$ cat src/rtl/pipe_ctrl_pkg.sv
// Shared types and constants for the IF/ID sequencing controller.
// Holds the state encoding, the MIPS opcodes and the instruction field positions.
package pipe_ctrl_pkg;

  typedef enum logic [1:0] {
    RUN        = 2'd0,
    LOAD_STALL = 2'd1,
    FLUSH      = 2'd2,
    IMEM_WAIT  = 2'd3
  } state_e;

  localparam logic [5:0] OP_RTYPE = 6'h00;
  localparam logic [5:0] OP_BEQ   = 6'h04;
  localparam logic [5:0] OP_BNE   = 6'h05;
  localparam logic [5:0] OP_LW    = 6'h23;
  localparam logic [5:0] OP_SW    = 6'h2B;

  localparam int OPC_MSB = 31;
  localparam int OPC_LSB = 26;
  localparam int RS_MSB  = 25;
  localparam int RS_LSB  = 21;
  localparam int RT_MSB  = 20;
  localparam int RT_LSB  = 16;

  localparam logic [31:0] NOP = 32'h0000_0000;

  // Only these opcodes read rt as a source; a load writes it instead.
  function automatic logic uses_rt(input logic [5:0] opc);
    case (opc)
      OP_RTYPE, OP_BEQ, OP_BNE, OP_SW: return 1'b1;
      OP_LW:                           return 1'b0;
      default:                         return 1'b0;
    endcase
  endfunction

endpackage

$ cat src/rtl/load_use_detect.sv
// Load-use hazard detect: ID source register matches the destination of a load in EX.
// Purely combinational, zero latency; no flow control of its own.
module load_use_detect
  import pipe_ctrl_pkg::*;
#(
  parameter int REG_ADDR_W = 5
) (
  input  logic [31:0]           id_instr,
  input  logic                  ex_mem_read,
  input  logic [REG_ADDR_W-1:0] ex_rt,
  output logic                  hz
);

  logic [REG_ADDR_W-1:0] rs;
  logic [REG_ADDR_W-1:0] rt;
  logic                  unused_imm;

  assign rs         = REG_ADDR_W'(id_instr[RS_MSB:RS_LSB]);
  assign rt         = REG_ADDR_W'(id_instr[RT_MSB:RT_LSB]);
  assign unused_imm = ^id_instr[15:0];

  // $zero is never a real dependency.
  assign hz = ex_mem_read && (ex_rt != '0) &&
              ((ex_rt == rs) || (uses_rt(id_instr[OPC_MSB:OPC_LSB]) && (ex_rt == rt)));

endmodule

$ cat src/rtl/if_id_hazard_ctrl.sv
// IF/ID and PC sequencing: load-use stall, branch squash, imem wait; combinational outputs.
// Backpressure: holds PC and IF/ID (bubble into ID/EX) while imem is not ready or on load-use.
module if_id_hazard_ctrl
  import pipe_ctrl_pkg::*;
#(
  parameter int REG_ADDR_W   = 5,
  parameter int FLUSH_CYCLES = 1,
  parameter int CNT_W        = 16
) (
  input  logic                  clk,
  input  logic                  reset,
  input  logic [31:0]           id_instr,
  input  logic                  ex_mem_read,
  input  logic [REG_ADDR_W-1:0] ex_rt,
  input  logic                  branch_taken,
  input  logic                  imem_ready,
  output logic                  pc_write,
  output logic                  if_id_write,
  output logic                  if_id_flush,
  output logic                  id_ex_bubble,
  output logic [1:0]            state,
  output logic [CNT_W-1:0]      stall_count
);

  localparam logic [1:0] FLUSH_LOAD = 2'(FLUSH_CYCLES - 1);

  state_e     st_q, st_d;
  logic [1:0] fcnt_q, fcnt_d;
  logic       hz;

  load_use_detect #(.REG_ADDR_W(REG_ADDR_W)) u_lud (
    .id_instr    (id_instr),
    .ex_mem_read (ex_mem_read),
    .ex_rt       (ex_rt),
    .hz          (hz)
  );

  always_comb begin
    st_d         = st_q;
    fcnt_d       = fcnt_q;
    pc_write     = 1'b1;
    if_id_write  = 1'b1;
    if_id_flush  = 1'b0;
    id_ex_bubble = 1'b0;
    if (st_q == FLUSH) begin
      // Wrong-path slot: a branch seen here is itself squashed.
      if_id_flush  = 1'b1;
      id_ex_bubble = 1'b1;
      fcnt_d       = fcnt_q - 2'd1;
      if (fcnt_q <= 2'd1) st_d = RUN;
    end else if (branch_taken) begin
      if_id_flush  = 1'b1;
      id_ex_bubble = 1'b1;
      fcnt_d       = FLUSH_LOAD;
      st_d         = (FLUSH_CYCLES > 1) ? FLUSH : RUN;
    end else if (!imem_ready) begin
      pc_write     = 1'b0;
      if_id_write  = 1'b0;
      id_ex_bubble = 1'b1;
      st_d         = IMEM_WAIT;
    end else if (hz && (st_q == RUN)) begin
      // Out of LOAD_STALL the load has moved on and EX carries the bubble.
      pc_write     = 1'b0;
      if_id_write  = 1'b0;
      id_ex_bubble = 1'b1;
      st_d         = LOAD_STALL;
    end else begin
      st_d         = RUN;
    end
    if (reset) begin
      pc_write     = 1'b0;
      if_id_write  = 1'b0;
      if_id_flush  = 1'b1;
      id_ex_bubble = 1'b1;
    end
  end

  always_ff @(posedge clk or posedge reset) begin
    if (reset) begin
      st_q        <= RUN;
      fcnt_q      <= 2'd0;
      stall_count <= '0;
    end else begin
      st_q   <= st_d;
      fcnt_q <= fcnt_d;
      if (!pc_write && (stall_count != '1)) stall_count <= stall_count + 1'b1;
    end
  end

  assign state = st_q;

endmodule
$ cat config.mk
export PLATFORM = sky130hd
export DESIGN_NAME = if_id_hazard_ctrl
export DESIGN_NICKNAME = d
export VERILOG_FILES = /design/src/rtl/pipe_ctrl_pkg.sv /design/src/rtl/load_use_detect.sv /design/src/rtl/if_id_hazard_ctrl.sv
export SDC_FILE = /design/constraint.sdc
export NUM_CORES = 1
export LEC_CHECK = 0
export ABC_AREA = 1
export CORE_AREA = 2 2 69 71
export DETAILED_ROUTE_END_ITERATION = 10
export DIE_AREA = 0 0 71 73
export PLACE_DENSITY = 0.67
export REMOVE_ABC_BUFFERS = 1
export SLEW_MARGIN = 20
export SYNTH_ARGS = -nofsm -noshare
export SYNTH_HDL_FRONTEND = slang
export SYNTH_HIERARCHICAL = 1
export SYNTH_SLANG_ARGS = --single-unit
$ cat constraint.sdc
create_clock -name clk -period 4.1 [get_ports clk]
set_input_delay 0.41 -clock clk [delete_from_list [all_inputs] [get_ports clk]]
set_output_delay 0.41 -clock clk [all_outputs]
set_load 0.02 [all_outputs]
# Word-level counts from Yosys, hierarchy flattened

Index checks and enable logic that the tools add are counted.

Bits of input ports: 42
Bits in latches: 0
Bits in registers: 20
Memories: 0
Bits in read-only memories: 0
Output and inout bits: 22
Word-level logic and storage cells: 47
Bits in writable memories: 0

Shift operators: 0
Add/subtract/negate cells: 2
Mux-type cells: 21
Multipliers: 0
Reductions and logical operators: 12
Div/mod/pow operators: 0
Order comparisons: 1
Equal/unequal tests: 8
Bitwise logic cells: 0

Operator list:

| kind                                                                   | number |
|---|---|
| 16-bit by 1-bit adder with 16-bit output (second input constant)       | 1 |
| 16-bit != test (second input constant)                                 | 1 |
| 1-bit 2-to-1 mux                                                       | 15 |
| 6-bit by 3-bit == test with 1-bit output (second input constant)       | 2 |
| 2-bit 2-to-1 mux                                                       | 6 |
| 5-bit == test                                                          | 2 |
| 6-bit == test (second input constant)                                  | 1 |
| 6-bit logical NOT                                                      | 1 |
| 1-bit logical AND                                                      | 5 |
| 5-bit nonzero test                                                     | 1 |
| 4-bit OR reduction                                                     | 1 |
| 2-bit == test (second input constant)                                  | 1 |
| 2-bit by 1-bit <= comparator with 1-bit output (second input constant) | 1 |
| 2-bit logical NOT                                                      | 1 |
| 2-bit by 1-bit != test with 1-bit output (second input constant)       | 1 |
| 2-bit nonzero test                                                     | 1 |
| 2-bit by 1-bit subtractor with 2-bit output (second input constant)    | 1 |
| 1-bit logical NOT                                                      | 1 |
| 1-bit logical OR                                                       | 1 |

# Depth between registers and ports, before layout

Gate-level depths: netlist (run 1).

Depth after elaboration: 14
Mapped depth: 17
Gate-level depth less buffers: 16

# Cells and area by module

The synthesis (run 1) kept the hierarchy.

By module, submodules not included:

| module            | instances | area each (um2) | seq. area each (um2) | cells an instance |
|---|---|---|---|---|
| if_id_hazard_ctrl | 1         | 1,234.9         | 500.5                | 179 |
| load_use_detect   | 1         | 274.0           | 0.0                  | 63 |

# Worst setup path after synthesis (run 1)

Ideal clock, no wire load.

Path kind: input port to output port
From: input port id_instr[21]
To: output port pc_write
Setup slack: 2,195 ps
Data required time: 3,690 ps
Cell stages on the path: 12
Data arrival time: 1,495 ps
Path buffers: 1
Cell sequence: inv_1 -> or2_0 -> nand4_1 -> nor2_1 -> nor2_1 -> nor2_1 -> nand3_1 -> nand2_1 -> nand2_1 -> nand2_1 -> inv_1 -> buf_4

Longest elaborated chain between the ends: 9

RTL lines:

| what                          | RTL line                | text |
|---|---|---|
| start, declared               | if_id_hazard_ctrl.sv:12 | `input logic [31:0] id_instr,` |
| 5-bit == test                 | load_use_detect.sv:24   | `((ex_rt == rs) \|\| (uses_rt(id_instr[OPC_MSB:OPC_LSB]) && (ex_rt == rt)));` |
| 1-bit logical OR              | load_use_detect.sv:24   |  |
| 1-bit logical AND             | load_use_detect.sv:23   | `assign hz = ex_mem_read && (ex_rt != '0) &&` |
| net hz                        | if_id_hazard_ctrl.sv:29 | `logic hz;` |
| 1-bit logical AND             | if_id_hazard_ctrl.sv:61 | `end else if (hz && (st_q == RUN)) begin` |
| 1-bit 2-to-1 mux (5 in a row) | n/a                     |  |
| end, declared                 | if_id_hazard_ctrl.sv:17 | `output logic pc_write,` |

The timed path passes the listed nets, and every way through them passes these cells.

# Worst setup path after layout (run 1)

From: input port ex_rt[1]
To: output port pc_write

Longest elaborated chain between the ends: 10
Elaborated cells on any way between the ends: 13
Classes of those cells: 2 x eq/ne; 5 x mux; 6 x reduce/logical

RTL lines:

| what                | RTL line                | text |
|---|---|---|
| start, declared     | if_id_hazard_ctrl.sv:14 | `input logic [REG_ADDR_W-1:0] ex_rt,` |
| 5-bit == test       | load_use_detect.sv:24   |  |
| 1-bit logical AND   | load_use_detect.sv:24   |  |
| 1-bit logical OR    | load_use_detect.sv:24   |  |
| 1-bit logical AND * | load_use_detect.sv:23   |  |
| net hz              | if_id_hazard_ctrl.sv:29 |  |
| 1-bit logical AND * | if_id_hazard_ctrl.sv:61 |  |
| 1-bit 2-to-1 mux *  | if_id_hazard_ctrl.sv:61 |  |
| 1-bit 2-to-1 mux *  | if_id_hazard_ctrl.sv:56 | `end else if (!imem_ready) begin` |
| 1-bit 2-to-1 mux *  | if_id_hazard_ctrl.sv:51 | `end else if (branch_taken) begin` |
| 1-bit 2-to-1 mux *  | if_id_hazard_ctrl.sv:45 | `if (st_q == FLUSH) begin` |
| 1-bit 2-to-1 mux *  | if_id_hazard_ctrl.sv:70 | `if (reset) begin` |

Mark *: on every way through the listed nets, which the timed path passes. The rest lies on a longest branch.

==> flow_results.org, run 1 <==
** Power
- Internal power comes to 406 uW.
- Switching share of power :: 35.5%
- Cell area power density :: 307 mW/mm2
- Part of the power in combinational logic :: 36.7%
- The analysis attributes to net switching a power of 224 uW.
- The worst-case IR drop observed on VDD is 0.298 mV.
- The clock network is responsible for 20.2% of the overall power.
- Registers are responsible for 43.1% of the overall power.
- Leakage power :: 0.00103 uW

** Yosys
- Summed over all instances, the cell type with the most area after synthesis is sky130_fd_sc_hd__dfrtp_1.
- By area, the combinational part of the netlist is dominated by simple AND/OR/NAND/NOR gates.
- The average instance in the mapped netlist occupies 6.24 um2.
- Summing the areas of all compound-gate instances in the mapped netlist gives 5.14% of the synthesized area.
- The synthesized netlist devotes 4.06% of its cell area to XOR and XNOR gates.
- Multiplexer share of the synthesized area :: 0%
- Proportion of synthesized chip area in sequential cells :: 33.2%
- For this run, the number of Yosys warnings is 6.
- In the post-synthesis netlist, the biggest area contributors are sky130_fd_sc_hd__dfrtp_1 (33%), sky130_fd_sc_hd__nand2_1 (26%), sky130_fd_sc_hd__inv_1 (9.2%).
- Post-synth cell types :: 24
- After synthesis, the largest area contributor takes up 33.2% of total cell area.
- Flops & latches, synth :: 20
- Post-Synth Simple-Gate Area :: 43.0%
- Fraction of the mapped netlist area in adder cells :: 1.66%
- Post-Syn Instances :: 242
- In this run the cell area of the synthesized design comes to 0.00151 mm2.

** Timing
- Final Hold Slack :: 0.456 ns
- The number of hold-slack violations in the final timing report came to 0.
- Final max-slew violation count :: 0
- Clock skew on the completed layout was measured at 0.00155 ns.
- Final sum of negative setup slack :: 0 ns
- Remaining max-slew budget at the tightest pin :: 70.7%
- Setup repair after global routing left no endpoint under its margin.
- Share of the cycle needed by the critical path after routing :: 69.7%
- Setup-violating endpoint count in the final report :: 0
- Final worst setup slack :: 1.24 ns
- Highest Clock Rate :: 0.350 GHz
- The routed design could run at a clock period as short as 2.86 ns.
- For the pin with the worst max-slew slack, the measured transition is 0.438 ns.

** Global route
- The via count of the first global-routing pass came to 1399.
- Number of antenna violations at the first check in global routing :: 0
- Global routing used 14.6% of the available tracks across all layers.
- Met2 global-route usage :: 23.4%
- The first global-routing pass estimated 6200 um of wire.
- Maximum number of pins on one net before global-route repair :: 21
- Remaining Overflow, GRT :: 0
- Met3 Use GR :: 2.76%
- Global route hottest layer :: met2
- For this run, global-route usage on met1 was measured as 20.6%.

** Drt
- Count of nets left with antenna violations after detail routing :: 0
- Total via count after detailed routing :: 1505
- Dividing the detail-routed via count by the number of cells gives 4.39.
- After detailed routing, the number of remaining DRC violations is 0.
- Total wirelength of the detailed-routed design :: 3440 um
- Starting DRC count in detailed routing :: 61
- Pre-Repair DR Iteration Count :: 4
- WL per Instance :: 10.0 um

** Clock tree
- Clock Pin Slew Worst Setup and Hold Paths :: 0.07 ns
- Buffers inserted during clock tree synthesis total 3.
- TritonCTS clock tree :: built
- Maximum count of clock buffers along a single path :: 2
- H-tree level count :: 1
- Clock latency on the worst-skew pair :: 0.25 ns
- Number of gates resized after CTS :: 0
- CTS saw 20 sinks.
- Number of post-CTS setup repair buffers :: 0
- The number of hold buffers added after CTS was 0.
- CTS root buffer :: sky130_fd_sc_hd__clkbuf_8

** Die
- Number of top-level pins :: 64
- For this configuration, the core starts out at a cell density of 33.3%.
- The die is 71 um wide.
- The core region is 0.00454 mm2.
- Die Footprint :: 0.00518 mm2
- Die span in y :: 73 um
- Number of core rows :: 25

** Critical path
- Data required time of the critical path :: 3.69 ns
- The worst setup path is of the input port to primary output kind.
- Data arrival, critical path :: 2.45 ns
- The endpoint identified for the worst register-to-register timing path is stall_count[11].
- Worst reg2reg path startpoint :: stall_count[0]
- In this run the register-to-register setup slack is 2.06 ns.
- Element type at the critical path end :: primary output
- Top fanout value on the critical path :: 4
- Worst r2r path cells :: 8
- Startpoint Class :: input port

** Run status
- The flow ran to the end, and the final reports show no timing, DRC or antenna violations.

** Hold path
- The worst hold path belongs to the class input port to async pin.

** Place
- Detailed placement finished with a half-perimeter wire length of 2640 um.
- Port buffering added 47 buffers.
- Number of cells in the design after placement :: 340
- The congestion estimate from routability-driven global placement came to 0.805.
- Timing analysis after detailed placement gives a worst setup slack of 1.24 ns.

** Run
- Max-cap violation count :: 0

** Layout
- Core utilization of the finished layout :: 45.2%
- Antenna diodes :: 0
- The layout has 456 filler cells.
- Relative to the synthesized area, the layout overhead comes to 35.8%.
- Of the cells placed in the final design, the portion with a size suffix greater than 1 is 6.23%.
- For this run, the post-layout net count is 335.
- The finished layout holds 343 standard cells, fillers aside.
[cells in the final DEF, fill, tap and decap left out, drive strengths merged]
| master | Yosys | layout |
|---|---|---|
| xor2 | 1 | 1 |
| nand4 | 7 | 7 |
| inv | 40 | 40 |
| buf | 4 | 1 |
| nand3 | 9 | 9 |
| clkdlybuf4s50 | 0 | 47 |
| or2 | 1 | 1 |
| clkbuf | 0 | 3 |
| ha | 2 | 2 |
| nand2 | 109 | 109 |
| nor2 | 29 | 29 |
| o21bai | 1 | 1 |
| dfrtp | 20 | 20 |
| o31ai | 1 | 1 |
| nand3b | 1 | 1 |
| o32ai | 1 | 1 |
| xnor2 | 6 | 6 |
| o21ai | 10 | 10 |
[power groups by stage]
stage / logic (uW) / registers [uW] / clock network (uW)
finish: 231 / 272 / 127
detailed placement: 233 / 273 / 0
global route: 257 / 278 / 143
floorplan: 97.6 / 298 / 0
global placement: 230 / 274 / 0
CTS: 235 / 270 / 130
[worst max-delay path: stages]
cell and delay (ns):
sky130_fd_sc_hd__clkdlybuf4s50_1 0.53, sky130_fd_sc_hd__inv_1 0.07, sky130_fd_sc_hd__o21ai_1 0.12, sky130_fd_sc_hd__inv_1 0.05
sky130_fd_sc_hd__nand2_1 0.06, sky130_fd_sc_hd__nor2_1 0.04, sky130_fd_sc_hd__nor2_1 0.10, sky130_fd_sc_hd__nor2_1 0.05
sky130_fd_sc_hd__nand3_1 0.10, sky130_fd_sc_hd__nand2_1 0.05, sky130_fd_sc_hd__nand2_1 0.07, sky130_fd_sc_hd__nand2_1 0.09
sky130_fd_sc_hd__inv_1 0.10, sky130_fd_sc_hd__clkdlybuf4s50_1 0.60
[per-stage QoR]
| step | total power, uW | cell area (um2) |
|---|---|---|
| after floorplan | 395 | 1460 |
| after global placement | 504 | 2010 |
| after detailed placement | 506 | 2010 |
| after CTS | 636 | 2050 |
| after global routing | 678 | 2050 |
| final | 630 | 2050 |
[final cells by class]
class                           instances  area, um2  area share, %
Clock buffer                            3       41.3           2.01
Inverter                               40        150           7.33
Multi-Input combinational cell        178        812           39.6
Sequential cell                        20        500           24.4
Tap cell                               54       67.6           3.30
Timing Repair Buffer                   48        478           23.3
[worst max path at each step]
stage	to	startpoint	cells past startpoint
finish	pc_write	ex_rt[1]	14
global route	pc_write	ex_rt[1]	14
CTS	pc_write	ex_rt[0]	12
detailed placement	pc_write	ex_rt[1]	14
global placement	pc_write	ex_rt[0]	12
floorplan	stall_count[11]	id_instr[21]	14
[kinds of logic after synthesis]
kind of cell | Yosys count
AOI/OAI and AO/OA | 13
xor gates and xnor gates | 7
adders and majority gates | 2
buffers and inverters | 44
DFF | 20
and+or+nand+nor | 156
[synth_stat cells]
cell type                  count
sky130_fd_sc_hd__buf_12        1
sky130_fd_sc_hd__buf_4         2
sky130_fd_sc_hd__buf_6         1
sky130_fd_sc_hd__dfrtp_1      20
sky130_fd_sc_hd__ha_1          2
sky130_fd_sc_hd__inv_1        37
sky130_fd_sc_hd__inv_2         3
sky130_fd_sc_hd__nand2_1     104
sky130_fd_sc_hd__nand2_2       5
sky130_fd_sc_hd__nand3_1       8
sky130_fd_sc_hd__nand3_2       1
sky130_fd_sc_hd__nand3b_1      1
sky130_fd_sc_hd__nand4_1       7
sky130_fd_sc_hd__nor2_1       25
sky130_fd_sc_hd__nor2_2        4
sky130_fd_sc_hd__o21ai_0       7
sky130_fd_sc_hd__o21ai_1       2
sky130_fd_sc_hd__o21ai_2       1
sky130_fd_sc_hd__o21bai_1      1
sky130_fd_sc_hd__o31ai_1       1
sky130_fd_sc_hd__o32ai_1       1
sky130_fd_sc_hd__or2_0         1
sky130_fd_sc_hd__xnor2_1       6
sky130_fd_sc_hd__xor2_1        1
[sequential cells by signal (all words and copies together), names as in the netlist]
name and cells:
fcnt_q 2, state 2, stall_count 16
[routing by layer]
layer  wire length (um)  vias up
li1                   -      825
met4                 23        0
met5                  0        -
met3                228        4
met2               1350       39
met1               1840      637
(Power assumes the default switching activity.)
==> run 2, diff against run 1 <==
Clock period 4.1 ns to 2.7 ns, I/O delays scaled along.
==> run 2 against run 1 <==
- sequential power is 51% higher
- non-clock buffer count increased by 2
- sequential share of layout area is 0.24 points lower
- via count is 3.3% higher
- first-iteration DRC count up 20%
- critical path depth decreased by 5
- power up 53%
- worst hold slack worse by 0.11 ns
- clock skew hardly changed
- design area up 0.98%
- setup slack got worse by 0.98 ns
==> flow_results.org, run 2 (synthesis results as in run 1) <==
** Run status
- Result of the run :: complete, no violations (unchanged)

** Die
- Number of top-level pins :: 64 (unchanged)
- Effective utilization at floorplan :: 33.3% (unchanged)
- Die Footprint :: 0.00518 mm2 (unchanged)
- The overall die height is 73 um (unchanged).
- The area of the core came to 0.00454 mm2 (unchanged).
- Number of core rows :: 25 (unchanged)
- The die boundary width came to 71 um (unchanged).

** Timing
- The relative max-transition margin is 71.2% (was 70.7%).
- Setup-violating endpoint count in the final report :: 0 (unchanged)
- RSZ-0062 raised after global routing :: false (unchanged)
- The final-layout worst hold slack was 0.348 ns (was 0.456 ns).
- Share of the cycle needed by the critical path after routing :: 90.4%
- Tmin final :: 2.44 ns
- Final clock skew :: 0.00139 ns (was 0.00155 ns)
- The number of hold-slack violations in the final timing report was 0 (unchanged).
- Final sum of negative setup slack :: 0 ns (unchanged)
- The final number of max-transition violations was 0 (unchanged).
- Worst slew pin tran :: 0.432 ns (was 0.438 ns)
- Highest Clock Rate :: 0.410 GHz

** Power
- Cell area power density :: 465 mW/mm2 (was 307 mW/mm2)
- Final Power :: 963 uW (was 630 uW)
- The maximum resistive drop on vdd is 0.405 mV (was 0.298 mV).
- The static leakage power came to 0.00106 uW (was 0.00103 uW).

** Drt
- WL per Instance :: 10.3 um (was 10.0 um)
- Pre-Repair DR Iteration Count :: 4 (unchanged)
- The final wirelength is 3550 um (was 3440 um).
- The starting DRC count in detailed routing was 73 (was 61).
- The average via count per standard cell came to 4.50 (was 4.39).
- Count of nets left with antenna violations after detail routing :: 0 (unchanged)
- The number of vias after detailed routing is 1554 (was 1505).
- DRC :: 0 (unchanged)

** Layout
- The synthesis-to-layout area growth was 37.1% (was 35.8%).
- Top library cells by usage in the layout, fill and taps aside :: sky130_fd_sc_hd__nand2_1 (104), sky130_fd_sc_hd__clkdlybuf4s50_1 (45), sky130_fd_sc_hd__inv_1 (37) (was sky130_fd_sc_hd__nand2_1 (104), sky130_fd_sc_hd__clkdlybuf4s50_1 (47), sky130_fd_sc_hd__inv_1 (37))
- The number of flip-flops under the largest register name was 16 (unchanged).
- The proportion of layout cells with a drive suffix above 1 came to 6.87% (was 6.23%).
- The most common cell after layout, fill and taps aside was sky130_fd_sc_hd__nand2_1 (unchanged).
- The fill cell total of the finished layout came to 469 (was 456).
- Largest Register :: stall_count (unchanged)
- Antenna diodes :: 0 (unchanged)
- The net count of the finished layout is 337 (was 335).

** Clock tree
- The library cell used as clock root buffer is sky130_fd_sc_hd__clkbuf_8 (unchanged).
- The clock-pin slew on the worst setup and hold paths was 0.07 ns (about the same).
- Clock buffer count from CTS :: 3 (unchanged)
- Maximum count of clock buffers along a single path :: 2 (unchanged)
- H-tree level count :: 1 (unchanged)
- Number of post-CTS setup repair buffers :: 0 (unchanged)
- Clock latency on the worst-skew pair :: 0.25 ns (about the same)
- The clock sink count is 20 (unchanged).
- TritonCTS clock tree :: built (unchanged)

** Global route
- The maximum number of pins on one net before global-route repair came to 20 (was 21).
- The total routing usage reported by global routing is 14.4% (was 14.6%).
- Wire length of the first global-routing pass :: 6080 um (was 6200 um)
- Via count of the first global-routing pass :: 1382 (was 1399)
- The total grt overflow was 0 (unchanged).
- Number of antenna violations at the first check in global routing :: 0 (unchanged)

** Hold path
- The class of the most critical hold timing path is input port to async pin (unchanged).

** Critical path
- Element type at the critical path end :: primary output (unchanged)
- Data required time of the critical path :: 2.43 ns (was 3.69 ns)
- The arrival time at the worst endpoint is 2.17 ns (was 2.45 ns).
- The class of the most critical setup path was input port to primary output (unchanged).
- Top fanout value on the critical path :: 5 (was 4)
- The startpoint type of the worst setup path was an input port (unchanged).
- The worst setup slack for register-to-register paths is 1.03 ns (was 2.06 ns).

** Run
- The total of max-cap violations was 0 (unchanged).

** Place
- The final weighted congestion in routability-driven placement is 0.824 (was 0.805).
- Number of buffer cells added on primary ports :: 47 (unchanged)
- The placed wire-length estimate came to 2690 um (was 2640 um).
run 2: cell type report:
type	count	area (um2)	area share, %
multi-input cells	178	812	39.2
flip-flops and latches	20	500	24.2
repair buffers	50	498	24.1
inverters	40	150	7.26
well taps	54	67.6	3.26
clock buffers	3	41.3	2.00
run 2: repair_timing:
action,in CTS,in global routing
hold buffers,0,0
setup endpoints to repair,0,2
gates resized for setup,0,2
run 2: final timing paths:
check                           depth (start not counted)      startpoint        endpoint
worst min-delay path                                    3           reset        state[0]
worst max-delay path                                    9        ex_rt[0]    id_ex_bubble
max in group asynchronous                               3           reset  stall_count[6]
worst max register to register                          8  stall_count[1]  stall_count[7]
min in group clk                                        1       fcnt_q[0]       fcnt_q[0]
worst min register to register                          1       fcnt_q[0]       fcnt_q[0]
run 2: worst max-delay path: stages:
cell                              delay, ns
sky130_fd_sc_hd__clkdlybuf4s50_1       0.56
sky130_fd_sc_hd__or2_0                 0.14
sky130_fd_sc_hd__nand4_1               0.09
sky130_fd_sc_hd__nor2_1                0.12
sky130_fd_sc_hd__nor2_1                0.05
sky130_fd_sc_hd__nor2_1                0.10
sky130_fd_sc_hd__nand3_1               0.11
sky130_fd_sc_hd__nand4_1               0.11
sky130_fd_sc_hd__clkdlybuf4s50_1       0.62
run 2: power by group:
part / switching (uW) / internal [uW]
Combinational: 181 / 175
Clock: 96.7 / 99.3
Sequential: 66.0 / 345
run 2: per-layer routing:
metal | track usage [%] | part of all wire (%) | vias to the layer above
met5 | 0 | 0 | -
met4 | 3.77 | 0.28 | 0
met3 | 3.18 | 8.3 | 2
met2 | 22.0 | 41 | 50
met1 | 20.6 | 50 | 676
li1 | - | - | 826
run 2: stage by stage:
stage          util, %  cell area, um2  instances  setup slack [ns]
3_5_place_dp      44.6            2020        342             0.144
2_1_floorplan        -            1460        238             0.907
3_3_place_gp      44.6            2020        342             0.133
4_1_cts           45.5            2060        345             0.131
5_1_grt           45.6            2070        345            0.0939
6_report          45.6            2070        345             0.258
==> run 3, diff against run 2 <==
Settings changed: CELL_PAD_IN_SITES_DETAIL_PLACEMENT set to 0, CELL_PAD_IN_SITES_GLOBAL_PLACEMENT set to 1, CORE_AREA 2 2 69 71 to 2 2 77 79, DIE_AREA 0 0 71 73 to 0 0 79 81, GPL_TIMING_DRIVEN set to 0, PLACE_DENSITY 0.67 to 0.78.
==> run 3 against run 2 <==
- clock power is 56% higher
- via count is 0.13% lower
- maximum frequency down 1.0%
- setup slack lost 0.025 ns
- highest routed layer unchanged
- worst hold slack improved by 0.14 ns
- non-clock buffer count decreased by 3
- critical path type unchanged
- critical path depth grew 3
- routed wire length up 7.9%
- combinational power about the same
==> flow_results.org, run 3 (synthesis results as in run 1) <==
** Timing
- Worst slew pin tran :: 0.881 ns (was 0.432 ns)
- Remaining max-slew budget at the tightest pin :: 41.2% (was 71.2%)
- The final worst setup slack came to 0.233 ns (was 0.258 ns).
- Highest Clock Rate :: 0.405 GHz (was 0.410 GHz)
- The clock period minus worst slack was 2.47 ns (was 2.44 ns).
- Final clock skew :: 0.00525 ns (was 0.00139 ns)
- Final max-slew violation count :: 0 (unchanged)
- The number of hold-slack violations in the final timing report is 0 (unchanged).
- RSZ-0062 raised after global routing :: false (unchanged)
- The ratio of final minimum period to clock period was 91.4% (was 90.4%).
- Setup-violating endpoint count in the final report :: 0 (unchanged)

** Layout
- Post-route design area :: 0.00211 mm2 (was 0.00207 mm2)
- Top library cells by usage in the layout, fill and taps aside :: sky130_fd_sc_hd__nand2_1 (104), sky130_fd_sc_hd__clkdlybuf4s50_1 (45), sky130_fd_sc_hd__inv_1 (36) (was sky130_fd_sc_hd__nand2_1 (104), sky130_fd_sc_hd__clkdlybuf4s50_1 (45), sky130_fd_sc_hd__inv_1 (37))
- Antenna diodes :: 0 (unchanged)
- The proportion of layout cells with a drive suffix above 1 is 6.57% (was 6.87%).
- The most common cell after layout, fill and taps aside was sky130_fd_sc_hd__nand2_1 (unchanged).
- Net count of the finished layout :: 334 (was 337)
- The filler-free cell count of the finished design is 364 (was 345).
- The register bank with the most flops was stall_count (unchanged).
- Core utilization of the finished layout :: 37.2% (was 45.6%)
- The number of flip-flops under the largest register name is 16 (unchanged).
- Number of filler instances in the final layout :: 621 (was 469)
- The synthesis-to-layout area growth is 40.0% (was 37.1%).

** Global route
- Number of antenna violations at the first check in global routing :: 0 (unchanged)
- Remaining Overflow, GRT :: 0 (unchanged)
- Overall track demand over capacity in global routing :: 12.9% (was 14.4%)
- Wire length of the first global-routing pass :: 6620 um (was 6080 um)
- Maximum number of pins on one net before global-route repair :: 24 (was 20)
- The via count of the first global-routing pass was 1540 (was 1382).

** Run
- The total of max-cap violations is 0 (unchanged).

** Die
- The overall die height came to 81 um (was 73 um).
- The die boundary width was 79 um (was 71 um).
- The area of the core came to 0.00568 mm2 (was 0.00454 mm2).
- Number of top-level pins :: 64 (unchanged)
- Number of core rows :: 28 (was 25)
- Effective utilization at floorplan :: 26.6% (was 33.3%)
- Die Footprint :: 0.00640 mm2 (was 0.00518 mm2)

** Critical path
- Top fanout value on the critical path :: 4 (was 5)
- The capturing instance or port of the critical path is id_ex_bubble (unchanged).
- Type of the worst setup path :: input port to primary output (unchanged)
- The critical path launch point is ex_rt[3] (was ex_rt[0]).
- The endpoint of the most critical register-to-register path is stall_count[8] (was stall_count[7]).
- Element type at the critical path end :: primary output (unchanged)
- The startpoint type of the worst setup path is an input port (unchanged).
- The worst setup slack for register-to-register paths is 0.75 ns (was 1.03 ns).
- Data required time of the critical path :: 2.43 ns (about the same)
- The reg-to-reg critical path startpoint is stall_count[1] (unchanged).
- The depth of the worst register-to-register path came to 8 (unchanged).
- Data arrival, critical path :: 2.20 ns (was 2.17 ns)

** Drt
- Starting DRC count in detailed routing :: 29 (was 73)
- The detail-routed net length per standard cell was 10.5 um (was 10.3 um).
- The post-route antenna net violation count came to 0 (unchanged).
- The average via count per standard cell came to 4.26 (was 4.50).
- Total wirelength of the detailed-routed design :: 3830 um (was 3550 um)
- The number of optimization iterations in the first detailed-route pass was 4 (unchanged).
- DRC :: 0 (unchanged)
- The number of vias after detailed routing came to 1552 (was 1554).

** Clock tree
- The maximum number of buffers from clock root to sink is 2 (unchanged).
- Clock latency on the worst-skew pair :: 0.26 ns (was 0.25 ns)
- The library cell used as clock root buffer is sky130_fd_sc_hd__clkbuf_8 (unchanged).
- TritonCTS clock tree :: built (unchanged)
- H-tree level count :: 1 (unchanged)
- The number of buffers created by CTS is 3 (unchanged).
- The clock sink count came to 20 (unchanged).
- Post-CTS Hold Buffers :: 0 (unchanged)
- Clock Pin Slew Worst Setup and Hold Paths :: 0.08 ns (was 0.07 ns)

** Place
- Number of buffer cells added on primary ports :: 47 (unchanged)
- The placed wire-length estimate is 2870 um (was 2690 um).
- Number of cells in the design after placement :: 360 (was 342)
- The final weighted congestion in routability-driven placement came to 0.769 (was 0.824).
- The setup slack at placement was -0.0298 ns (was 0.144 ns).
- The total cell area at the placement stage is 0.00203 mm2 (was 0.00202 mm2).

** Power
- The static leakage power is 0.00105 uW (was 0.00106 uW).
- Final Power :: 1070 uW (was 963 uW)
- The maximum resistive drop on vdd came to 0.371 mV (was 0.405 mV).
- Cell area power density :: 506 mW/mm2 (was 465 mW/mm2)

** Hold path
- The class of the most critical hold timing path was input port to async pin (unchanged).

** Run status
- Result of the run :: complete, no violations (unchanged)
run 3: timing repair:
action | in CTS | in global routing
gates resized for setup | 0 | 4
buffers inserted | 0 | 0
endpoints found under the setup margin | 0 | 15
run 3: stage by stage:
| step | hold slack (ns) | setup TNS [ns] |
|---|---|---|
| floorplan | 0.259 | 0 |
| global placement | 0.490 | -0.0251 |
| detailed placement | 0.513 | -0.0995 |
| CTS | 0.524 | 0 |
| global route | 0.565 | 0 |
| finish | 0.489 | 0 |
run 3: layout make-up:
| class | count | area [um2] | share of cell area [%] |
|---|---|---|---|
| flip-flops and latches | 20 | 500 | 23.7 |
| clock buffers | 3 | 41.3 | 1.95 |
| repair buffers | 47 | 475 | 22.5 |
| clock inverters | 1 | 30.0 | 1.42 |
| inverters | 40 | 154 | 7.29 |
| multi-input cells | 178 | 817 | 38.7 |
| well taps | 75 | 93.8 | 4.44 |
run 3: power breakdown:
part / switching [uW] / internal (uW) / leakage (uW) / total (uW)
registers: 66.0 / 345 / 0.000269 / 411
clock network: 108 / 198 / 0.0000357 / 306
logic: 180 / 173 / 0.000751 / 353
run 3: worst max-delay path, cell delays in order:
cell and delay (ns):
sky130_fd_sc_hd__clkdlybuf4s50_1 0.55, sky130_fd_sc_hd__inv_2 0.06, sky130_fd_sc_hd__nand2_2 0.06, sky130_fd_sc_hd__o21ai_2 0.05, sky130_fd_sc_hd__nor2_2 0.07, sky130_fd_sc_hd__nand2_1 0.05, sky130_fd_sc_hd__nor2_1 0.10, sky130_fd_sc_hd__nor2_1 0.05
sky130_fd_sc_hd__nor2_1 0.08, sky130_fd_sc_hd__nand3_1 0.11, sky130_fd_sc_hd__nand4_1 0.10, sky130_fd_sc_hd__clkdlybuf4s50_1 0.64
run 3: how the worst min path moves through the flow:
| stage | from | endpoint | slack (ns) | depth (start not counted) |
|---|---|---|---|---|
| final | reset | stall_count[5] | 0.49 | 2 |
| after detailed placement | fcnt_q[0] | fcnt_q[0] | 0.51 | 1 |
| after global placement | fcnt_q[0] | fcnt_q[0] | 0.49 | 1 |
| after global routing | fcnt_q[0] | fcnt_q[0] | 0.56 | 1 |
| after floorplan | reset | fcnt_q[0] | 0.26 | 1 |
| after CTS | fcnt_q[0] | fcnt_q[0] | 0.52 | 1 |
run 3: per-layer routing:
metal	wire, um	GRT usage [%]	vias to the layer above	share of wire [%]
met2	1780	23.6	39	46
li1	-	-	822	-
met1	1840	15.7	686	48
met4	48	3.62	0	1.3
met3	164	1.78	5	4.3
met5	0	0	-	0
